===== src/rtl/conv_pkg.sv =====
// Shared types for the convolution layer wrapper.
package conv_pkg;

  typedef enum logic {
    MUX_CONVOLUTION = 1'b0,
    MUX_POOLING     = 1'b1
  } arbiter_mode_t;

endpackage


===== src/rtl/conv_phase_scheduler.sv =====
// Phase sequencer for the convolution layer: PAUSE / CONVOLUTION / DRAIN / POOLING.
// Outputs decode from registered state; pool_enable is gated combinationally by output backpressure.
module conv_phase_scheduler
  import conv_pkg::*;
#(
  parameter int POOL_PERIOD    = 1,
  parameter int DRAIN_CYCLES   = 4,
  parameter int TS_COUNT_WIDTH = 16
) (
  input  logic                      clk,
  input  logic                      rst_n,
  input  logic                      enable,
  input  logic                      timestep_event,
  input  logic                      input_fifo_empty,
  input  logic                      conv_active,
  input  logic                      pool_active,
  input  logic                      pool_done,
  input  logic                      output_fifo_full_next,
  output logic                      capture_enable,
  output arbiter_mode_t             arbiter_mode,
  output logic                      pool_start,
  output logic                      pool_enable,
  output logic [TS_COUNT_WIDTH-1:0] timestep_count,
  output logic                      idle
);

  localparam int PW = $clog2(POOL_PERIOD + 1);
  localparam int DW = $clog2(DRAIN_CYCLES + 1);

  typedef enum logic [1:0] {
    PAUSE       = 2'd0,
    CONVOLUTION = 2'd1,
    DRAIN       = 2'd2,
    POOLING     = 2'd3
  } state_t;

  state_t                    state_q, state_d;
  logic [PW-1:0]             pending_q, pending_d;
  logic [DW-1:0]             drain_cnt_q, drain_cnt_d;
  logic [TS_COUNT_WIDTH-1:0] ts_cnt_q, ts_cnt_d;
  logic                      pool_start_q, pool_start_d;
  logic [PW-1:0]             pending_inc;

  assign pending_inc = pending_q + PW'(1);

  always_comb begin
    state_d      = state_q;
    pending_d    = pending_q;
    drain_cnt_d  = drain_cnt_q;
    ts_cnt_d     = ts_cnt_q;
    pool_start_d = 1'b0;
    case (state_q)
      PAUSE: begin
        if (enable) state_d = CONVOLUTION;
      end
      CONVOLUTION: begin
        if (timestep_event) begin
          ts_cnt_d  = ts_cnt_q + TS_COUNT_WIDTH'(1);
          pending_d = pending_inc;
        end
        // A completed pooling period wins over a simultaneous run-request drop.
        if (timestep_event && (pending_inc == PW'(POOL_PERIOD))) begin
          state_d = DRAIN;
        end else if (!enable) begin
          state_d = PAUSE;
        end
      end
      DRAIN: begin
        if (conv_active) begin
          drain_cnt_d = '0;
        end else if (drain_cnt_q == DW'(DRAIN_CYCLES - 1)) begin
          state_d      = POOLING;
          drain_cnt_d  = '0;
          pending_d    = '0;
          pool_start_d = 1'b1;
        end else begin
          drain_cnt_d = drain_cnt_q + DW'(1);
        end
      end
      POOLING: begin
        if (pool_done) state_d = enable ? CONVOLUTION : PAUSE;
      end
      default: state_d = PAUSE;
    endcase
  end

  always_ff @(posedge clk or negedge rst_n) begin
    if (!rst_n) begin
      state_q      <= PAUSE;
      pending_q    <= '0;
      drain_cnt_q  <= '0;
      ts_cnt_q     <= '0;
      pool_start_q <= 1'b0;
    end else begin
      state_q      <= state_d;
      pending_q    <= pending_d;
      drain_cnt_q  <= drain_cnt_d;
      ts_cnt_q     <= ts_cnt_d;
      pool_start_q <= pool_start_d;
    end
  end

  assign capture_enable = (state_q == CONVOLUTION);
  assign arbiter_mode   = (state_q == POOLING) ? MUX_POOLING : MUX_CONVOLUTION;
  assign pool_start     = pool_start_q;
  assign pool_enable    = (state_q == POOLING) && !output_fifo_full_next;
  assign timestep_count = ts_cnt_q;

  always_comb begin
    idle = 1'b0;
    case (state_q)
      PAUSE:       idle = 1'b1;
      CONVOLUTION: idle = input_fifo_empty && !conv_active;
      default:     idle = 1'b0;
    endcase
  end

  // Timestep markers can only arrive while capture is enabled.
  a_ts_in_conv: assert property (@(posedge clk) disable iff (!rst_n)
    timestep_event |-> (state_q == CONVOLUTION));

  a_pool_active_idle: assert property (@(posedge clk) disable iff (!rst_n)
    (state_q != POOLING) |-> !pool_active);

  a_arb_stable_conv: assert property (@(posedge clk) disable iff (!rst_n)
    conv_active |=> $stable(arbiter_mode));

endmodule


===== config.mk =====
export PLATFORM = sky130hd
export DESIGN_NAME = conv_phase_scheduler
export DESIGN_NICKNAME = d
export VERILOG_FILES = /design/src/rtl/conv_pkg.sv /design/src/rtl/conv_phase_scheduler.sv
export SDC_FILE = /design/constraint.sdc
export NUM_CORES = 1
export LEC_CHECK = 0
export CAP_MARGIN = 0
export CORE_MARGIN = 1.5
export CORE_UTILIZATION = 32
export DETAILED_ROUTE_END_ITERATION = 8
export GPL_ROUTABILITY_DRIVEN = 0
export PLACE_DENSITY_LB_ADDON = 0.12
export SYNTH_ARGS = -nofsm -noshare
export SYNTH_HDL_FRONTEND = slang
export SYNTH_SLANG_ARGS = --single-unit

===== constraint.sdc =====
create_clock -name clk -period 3.9 [get_ports clk]
set_clock_uncertainty 0.15 [all_clocks]
set_input_delay 0.975 -clock clk [delete_from_list [all_inputs] [get_ports clk]]
set_output_delay 0.975 -clock clk [all_outputs]
set_load 0.005 [all_outputs]

==> impl_metrics.csv <==
group,metric,value,unit
run_status,outcome,"finished clean",
detailed_routing,routed_wl,1.94,mm
timing,rsz0062_at_grt,"false",
cells_and_area,final_area,1420,um^2
clock_tree,max_root_sink_buffers,2,
cells_and_area,final_layout_size_suffix_gt1_frac,0.0630,
logic_synthesis,ys.warnings.count,0,
logic_synthesis,ys_seq_area_frac,0.536,
floorplan,core_area,3130,um^2
cells_and_area,num_antenna_cells,0,
detailed_routing,detailedRoute.firstIterationViolations,11,
place,detailed_place_hpwl,1.45,mm
place,placement.setup.worst_slack,451,ps
critical_path,regToRegSetupSlack,2080,ps
flow_run,total_of_max_cap_violations,0,
clock_tree,cts_hold_buf,0,
floorplan,die_w,60.9,um
clock_tree,cts_tree,"built",
clock_tree,ctsRootBufferMaster,"clkbuf_4",
power_and_ir_drop,ir_drop,199,uV
power_and_ir_drop,power_leakage,0.644,nW
critical_path,worst_r2r_path_depth,4,
floorplan,initial_utilization,0.343,
timing,final_min_period_over_clock_period,0.883,
logic_synthesis,synth_cell_type_count,31,
clock_tree,h-tree-depth,1,
critical_path,capture_point_of_the_worst_reg_to_reg_path,"timestep_count[15]$_DFFE_PN0P_",
timing,minimum_hold_slack,354,ps
logic_synthesis,fraction_of_registers_with_async_set_or_reset_after_synthesis,1.00,
global_route,first_global_vias,780,
hold_path,hold_depth,2,
detailed_routing,route.detailed.drc,0,
clock_tree,cts_repair_resize_count,0,
cells_and_area,flow.area_growth_from_synthesis,32.2,%
detailed_routing,drtAntennaViolNets,0,
critical_path,most_frequent_cp_cell,"clkdlybuf4s50_1",
global_route,grt_max_degree,24,
power_and_ir_drop,power_density,491,nW/um^2
logic_synthesis,synth_top_area_frac,0.536,
timing,layout_min_cycle_time,3440,ps
critical_path,timing.critical_path.cells,"clkdlybuf4s50_1 > nand2b_1 > a21oi_1 > clkdlybuf4s50_1",
timing,slew-limit-headroom,0.326,
timing,fmax,290,MHz
timing,final-max-slew-violation-count,0,
detailed_routing,vias_per_cell,4.59,
critical_path,cp.arrival,2320,ps
critical_path,cp-end-kind,"output pin",
timing,worst_slew_pin_slew,1010,ps
cells_and_area,post_layout_nets,139,
clock_tree,cts.reportedPaths.clkPinSlew,130,ps
hold_path,min_to,"drain_cnt_q[1]$_DFFE_PN0N_",
critical_path,worst_setup_path_start_kind,"input pin",
floorplan,fp.dieArea,3710,um^2
clock_tree,clk-insertion-delay-late,310,ps
global_route,grt_first_pass_wirelength,3.40,mm
logic_synthesis,avgSynthCellArea,11.1,um^2
global_route,overall_overflow_remaining_after_global_route,0,
critical_path,critical_path_class,"in2out",
timing,setup-violations-final,0,
hold_path,timing.hold.worst.class,"reg2reg",
hold_path,hp-start,"drain_cnt_q[1]$_DFFE_PN0N_",
logic_synthesis,netlist_area,1070,um^2
timing,final.setup.worst_slack,457,ps
floorplan,io_pins,30,
place,count_of_input_and_output_buffers,28,
global_route,grt.total_usage,0.123,
logic_synthesis,synth-seq-cells,23,
clock_tree,post_cts.repair.setup_buffers,0,
critical_path,cpPeakStageDelay,520,ps
logic_synthesis,synth.cells.most_frequent,"dfrtp_1 (23), xnor2_1 (9), nand2_1 (7), nor2_1 (7), xor2_1 (5)",
detailed_routing,detail_route.first_pass.iterations,2,
floorplan,die_h,60.9,um
clock_tree,cts_sinks,23,
logic_synthesis,post-synth-top-count-cell,"dfrtp_1",
cells_and_area,finish.utilization,0.454,
timing,report.final.hold_viol_count,0,
logic_synthesis,synth-edff-count,0,
detailed_routing,avgRoutedWirePerCell,11.4,um
logic_synthesis,mapped_cells,97,
global_route,grt_antenna_before_repair,0,
logic_synthesis,yosys-top-cells-area,"dfrtp_1 (54%), xnor2_1 (7.3%), xor2_1 (4.1%)",
place,post_dp_cell_area,1390,um^2
clock_tree,cts_made_buffers,3,
floorplan,num_rows,20,
timing,fin_setup_tns,0,ps
critical_path,critical_path.slowest_cell,"clkdlybuf4s50_1",
critical_path,timing.critical_path.fanout_max,6,
logic_synthesis,syn_nets,108,
logic_synthesis,synth_largest_area_cell,"dfrtp_1",
logic_synthesis,predominant_post_synthesis_flop_cell,"dfrtp_1",
detailed_routing,vias,785,
critical_path,required,2770,ps
-- worst max path at each step --
| stage | from | to | slack [ps] | depth (start not counted) |
|---|---|---|---|---|
| 2_1_floorplan | conv_active | idle | 1520 | 2 |
| 3_3_place_gp | conv_active | idle | 480 | 4 |
| 3_5_place_dp | conv_active | idle | 450 | 4 |
| 4_1_cts | conv_active | idle | 440 | 4 |
| 5_1_grt | conv_active | idle | 390 | 4 |
| 6_report | conv_active | idle | 460 | 4 |
-- cell type report --
type	count	area [um^2]
Fill cell	320	1710
Inverter	3	11.3
Sequential cell	23	576
Tap cell	44	55.1
Multi-Input combinational cell	69	470
Clock buffer	4	26.3
Timing Repair Buffer	28	280
-- where the power goes --
group | internal [mW] | switching, mW | total, mW | leakage (nW)
Sequential | 0.287 | 0.0600 | 0.347 | 0.297
Combinational | 0.149 | 0.0898 | 0.239 | 0.332
Clock | 0.0399 | 0.0711 | 0.111 | 0.0150
-- layout by cell type, fill, tap and decap left out, types with 3 or more instances in the layout --
cell type	netlist	routed
xnor2_1	9	9
nand4_1	4	4
inv_1	3	3
a21oi_1	4	4
dfrtp_1	23	23
clkbuf_4	0	3
nor2_1	7	7
xor2_1	5	5
nand2b_1	3	3
nand3_1	4	4
clkdlybuf4s50_1	0	28
nand2_1	7	7
-- registers in the layout (all words and copies together), names as in the netlist, named ones only --
name and cells:
drain_cnt_q 3, pending_q 1, pool_start 1, state_q 1, timestep_count 16
-- metrics by stage --
stage                     power (mW)  instances
final                          0.697        171
after global routing           0.759        171
after CTS                      0.711        171
after detailed placement       0.597        167
after global placement         0.593        167
after floorplan                0.481         97
-- cell families after synthesis --
group / Yosys count / share of synthesized area
AND/OR/NAND/NOR: 41 / 0.217
flip-flops: 23 / 0.536
XOR/XNOR: 15 / 0.129
AO/OA/AOI/OAI: 10 / 0.0583
buffers and inverters: 5 / 0.0256
adder cells (fa/ha/maj): 2 / 0.0233
multiplexers: 1 / 0.0105
-- critical path, delay by kind of cell --
family,cells,cell delay (ps)
buffers and inverters,2,1010
AND/OR/NAND/NOR,1,180
AO/OA/AOI/OAI,1,150
-- layer usage --
| layer | global-route usage | wire length [um] | vias to the layer above |
|---|---|---|---|
| li1 | - | - | 390 |
| met1 | 0.160 | 909 | 376 |
| met3 | 0.0192 | 76 | 2 |
| met5 | 0 | 0 | - |
| met4 | 0.0652 | 15 | 0 |
| met2 | 0.198 | 940 | 17 |
Power figures use the tool's default switching activity.
